<file path="src/rtl/ascon_perm_responder.sv">
// ascon_perm_responder: iterated Ascon permutation, one round per clock, with a one-cycle ready pulse.
// Ports: clk; rst_n (async active-low); permutation_start (sampled while idle);
//        P_in/rounds (request); P_out (state register); permutation_ready (done pulse); busy.
module ascon_perm_responder #(
  parameter int MAX_ROUNDS = 12
) (
  input  logic         clk,
  input  logic         rst_n,
  input  logic         permutation_start,
  input  logic [319:0] P_in,
  input  logic [4:0]   rounds,
  output logic [319:0] P_out,
  output logic         permutation_ready,
  output logic         busy
);
  localparam logic [4:0] MAX_R = 5'(MAX_ROUNDS);
  logic [319:0] st;
  logic [3:0]   ctr;
  logic [3:0]   a_eff;
  function automatic logic [63:0] rotr(input logic [63:0] x, input int n);
    return (x >> n) | (x << (64 - n));
  endfunction
  function automatic logic [319:0] rnd(input logic [319:0] s, input logic [3:0] i);
    logic [63:0] x0, x1, x2, x3, x4, y0, y1, y2, y3, y4;
    x0 = s[319:256];
    x1 = s[255:192];
    // round constant bytes run f0, e1, d2, ...: high nibble counts down as the low nibble counts up
    x2 = s[191:128] ^ {56'd0, 4'hf - i, i};
    x3 = s[127:64];
    x4 = s[63:0];
    x0 = x0 ^ x4;
    x4 = x4 ^ x3;
    x2 = x2 ^ x1;
    y0 = x0 ^ (~x1 & x2);
    y1 = x1 ^ (~x2 & x3);
    y2 = x2 ^ (~x3 & x4);
    y3 = x3 ^ (~x4 & x0);
    y4 = x4 ^ (~x0 & x1);
    y1 = y1 ^ y0;
    y0 = y0 ^ y4;
    y3 = y3 ^ y2;
    y2 = ~y2;
    return {y0 ^ rotr(y0, 19) ^ rotr(y0, 28),
            y1 ^ rotr(y1, 61) ^ rotr(y1, 39),
            y2 ^ rotr(y2, 1)  ^ rotr(y2, 6),
            y3 ^ rotr(y3, 10) ^ rotr(y3, 17),
            y4 ^ rotr(y4, 7)  ^ rotr(y4, 41)};
  endfunction
  assign a_eff = (rounds > MAX_R) ? MAX_R[3:0] : rounds[3:0];
  assign P_out = st;
  always_ff @(posedge clk or negedge rst_n) begin
    if (!rst_n) begin
      st                <= '0;
      ctr               <= '0;
      busy              <= 1'b0;
      permutation_ready <= 1'b0;
    end else begin
      permutation_ready <= 1'b0;
      if (busy) begin
        // counting down from a' means p6 uses the last six constants, matching Ascon
        st  <= rnd(st, 4'd12 - ctr);
        ctr <= ctr - 4'd1;
        if (ctr == 4'd1) begin
          busy              <= 1'b0;
          permutation_ready <= 1'b1;
        end
      end else if (permutation_start) begin
        st <= P_in;
        if (a_eff == 4'd0) permutation_ready <= 1'b1;
        else begin
          ctr  <= a_eff;
          busy <= 1'b1;
        end
      end
    end
  end
endmodule

</file>
<file path="config.mk">
export PLATFORM = sky130hd
export DESIGN_NAME = ascon_perm_responder
export DESIGN_NICKNAME = d
export VERILOG_FILES = /design/src/rtl/ascon_perm_responder.sv
export SDC_FILE = /design/constraint.sdc
export NUM_CORES = 1
export LEC_CHECK = 0
export ABC_AREA = 1
export CAP_MARGIN = 40
export CORE_MARGIN = 1
export CORE_UTILIZATION = 30
export CTS_CLUSTER_SIZE = 20
export DETAILED_ROUTE_END_ITERATION = 7
export PLACE_DENSITY = 0.49
export SYNTH_ARGS = -nofsm -noshare
export SYNTH_HDL_FRONTEND = slang
export SYNTH_SLANG_ARGS = --single-unit
export TNS_END_PERCENT = 20
</file>
<file path="constraint.sdc">
create_clock -name clk -period 6.7 [get_ports clk]
set_input_delay 1.675 -clock clk [delete_from_list [all_inputs] [get_ports clk]]
set_output_delay 1.675 -clock clk [all_outputs]
set_load 0.005 [all_outputs]
</file>
==> results list <==
- First-pass GRT wire length: 342000 microns
* Cell with the largest stage delay on the worst path: dfrtp_1
* Congestion Overflow GR: 0
- The worst setup path is launched from a register.
* Highest achievable clock rate: 271 MHz
* Count of final setup violators: 0
- At the later pin of the worst-skew pair, clock insertion delay measures 660 ps.
- For this run, asynchronously set or reset flops after synthesis account for 100%.
* Core area: 118000 sq um
* Layout cell share with drive strength beyond 1: 6.78%
- Number of placement rows: 126
* Number of primary I/O pins: 650
- Maximum cell stage delay along the critical path: 740 ps
- Count of endpoints failing hold in the final timing report: 0
- The netlist uses 37 different library cells.
* Number of routed nets with antenna violations: 0
- The flow ran to the end, and the final reports show no timing, DRC or antenna violations.
- Data on the critical path is required at its endpoint by 5030 ps.
- Buffers on Ports: 649
* Detailed Place HPWL: 219000 microns
* Post-cts gate resize count: 0
* Vias after detailed routing: 45400
* Cell with the most instances after synthesis: nand2_1
- Hold Worst Slack: 536 ps
* Total number of nets in the final design: 7346
* Reg clk slew, reported paths: 50 ps
* CTS buffer count: 46
- Global-route total usage across every layer: 41.5%
- Hold repair after CTS inserted 0 buffers.
- Setup repair after global routing left no endpoint under its margin.
- Proportion of netlist area held by the largest area contributor: 34.3%
- Final slew viol count: 0
- In this run the tightest slew margin relative to its limit is 18.4%.
- Detailed Route WL: 258000 microns
* Clock Path Buffers: 3
- CP max FO: 5
- In the routed layout, each cell is associated on average with a via count of 5.37.
* Number of enable-type register cells in the synthesized netlist: 0
* Slew of the pin with the lowest slew margin: 1220 ps
- The cell sitting at the root of the clock tree is a clkbuf_16.
- From left edge to right edge, the die measures 347 microns.
* Sequential cell area fraction in the yosys report: 22.9%
- TritonCTS built the clock tree.
- Syn Area/Cell: 5.73 sq um
- Summed over all failing endpoints, the final setup total negative slack is 0 ps.
- Antenna violations before repair: 22
- Dividing the detail-routed wire length by the instance count gives 30.4 microns.
- Total standard cell area after synthesis: 35700 sq um
- Final period demand of the worst path: 3680 ps
- The finished cells cover 46000 sq um.
* Count of clock tree sinks: 326
- The detailed router finished its first iteration with 5636 violations.
- Weighted congestion reported at the end of routability-driven placement: 1.11
* CP delay by family, top: flip-flops
- The die covers 120000 sq um.
* H-Tree Depth: 2
* Critical path arrival: 2010 ps
- Cell Area, Placed: 44400 sq um
- The area growth from synthesis to layout is 28.9%.
* Post-route fraction of the period consumed by the critical path: 55.0%
- Filler cell count in the final layout: 13000
* Synth Instances: 6231
- The worst setup path is of the reg2out kind.
- Vert. Die Dim: 347 microns
- The worst setup path is captured at a primary output.
- Net count after synthesis: 6690
- The number of global-route vias before repair was 40600.
- The tightest min-delay check is of the reg2reg type.
- By area the synthesized netlist is led by nand2_1 34%, dfrtp_1 23%, nand3_1 8.1%.
- Largest net degree at the start of global routing: 148
* Yosys top cell by area: nand2_1
- The synthesized design contains 326 register bits.
- The clock arrives with 44.0 ps of skew.
- Total DRC errors in the routed layout: 0
- For this run, the leading register cell type out of synthesis is dfrtp_1.
- Crit path buffers/inverters: 1
* Max Cap Viol: 0
* Effective utilization at floorplan: 30.3%
- Critical-path cell list: clkdlybuf4s50_1
- In this run the post-CTS setup repair buffer count came out at 0.
- The first detailed-routing pass took 6 iterations.
* Leading cell types by count after synthesis: 3259 x nand2_1, 577 x nand3_1, 574 x inv_1, 326 x dfrtp_1, 222 x xor2_1
- Yosys warnings: 0
## per-layer routing
layer / GRT usage (%) / share of wire, % / up-vias
li1: - / - / 20700
met1: 56.6 / 43 / 21900
met2: 61.9 / 42 / 2375
met3: 6.49 / 8.6 / 420
met4: 23.2 / 6.5 / 8
met5: 0 / 0.021 / -
## worst paths after layout
| check | startpoint | endpoint | slack, ps | depth (start not counted) |
|---|---|---|---|---|
| max | P_out[229] | P_out[229] | 3020 | 1 |
| min | P_out[306] | P_out[306] | 540 | 2 |
| max reg2reg | ctr[0] | P_out[132] | 3080 | 9 |
| min reg2reg | P_out[306] | P_out[306] | 540 | 2 |
| max in group asynchronous | rst_n | P_out[242] | 4490 | 2 |
| min in group asynchronous | rst_n | P_out[19] | 1020 | 1 |
## logic make-up after synthesis
| group | after synthesis | synth area share, % |
|---|---|---|
| compound gates | 357 | 6.18 |
| xor+xnor | 312 | 8.32 |
| fa+ha+maj | 131 | 4.59 |
| buf+inv | 752 | 8.05 |
| flops | 326 | 22.9 |
| simple gates | 4353 | 50.0 |
## registers in the layout (all words and copies together) (netlist names)
register           cells
P_out                320
ctr                    4
busy                   1
permutation_ready      1
## worst register-to-register path: cells and delay by family (launching register included)
kind / cells / cell delay, ps
AO/OA/AOI/OAI: 1 / 120
XOR/XNOR: 4 / 2070
adder cells (fa/ha/maj): 2 / 720
buffers and inverters: 1 / 100
flip-flops: 1 / 440
AND/OR/NAND/NOR: 1 / 90
## layout make-up
class	instances	area [sq um]	area share [%]
tap	1536	1920	4.18
inverter	609	2290	4.99
multi-input combinational	5153	24700	53.7
clock inverter	13	199	0.432
clock buffer	69	1340	2.91
antenna	8	20.0	0.0435
timing repair buffer	751	7380	16.1
sequential	326	8160	17.7
## through the flow
step / utilization [%] / worst slack [ps] / cells
5_1_grt: 39.0 / 3040 / 8457
3_3_place_gp: 37.4 / 2770 / 8337
6_report: 39.0 / 3020 / 8465
3_5_place_dp: 37.7 / 2850 / 8374
2_1_floorplan: - / 4120 / 6231
4_1_cts: 39.0 / 3050 / 8456
## cell usage in the layout, fill, tap and decap left out, types with 47 or more instances in the layout
cell,n
nand2_1,3259
clkdlybuf4s50_1,647
nand3_1,577
inv_1,573
dfrtp_1,325
xor2_1,220
nor2_1,218
nand2_2,151
ha_1,131
o21ai_0,123
buf_4,90
a21oi_1,64
xnor2_1,60
nor3_1,52
o21ai_2,48
o221ai_1,47
clkbuf_16,47
Power is not shown: default switching activity piles up to over one toggle a cycle in this logic, so the estimate is an artifact.
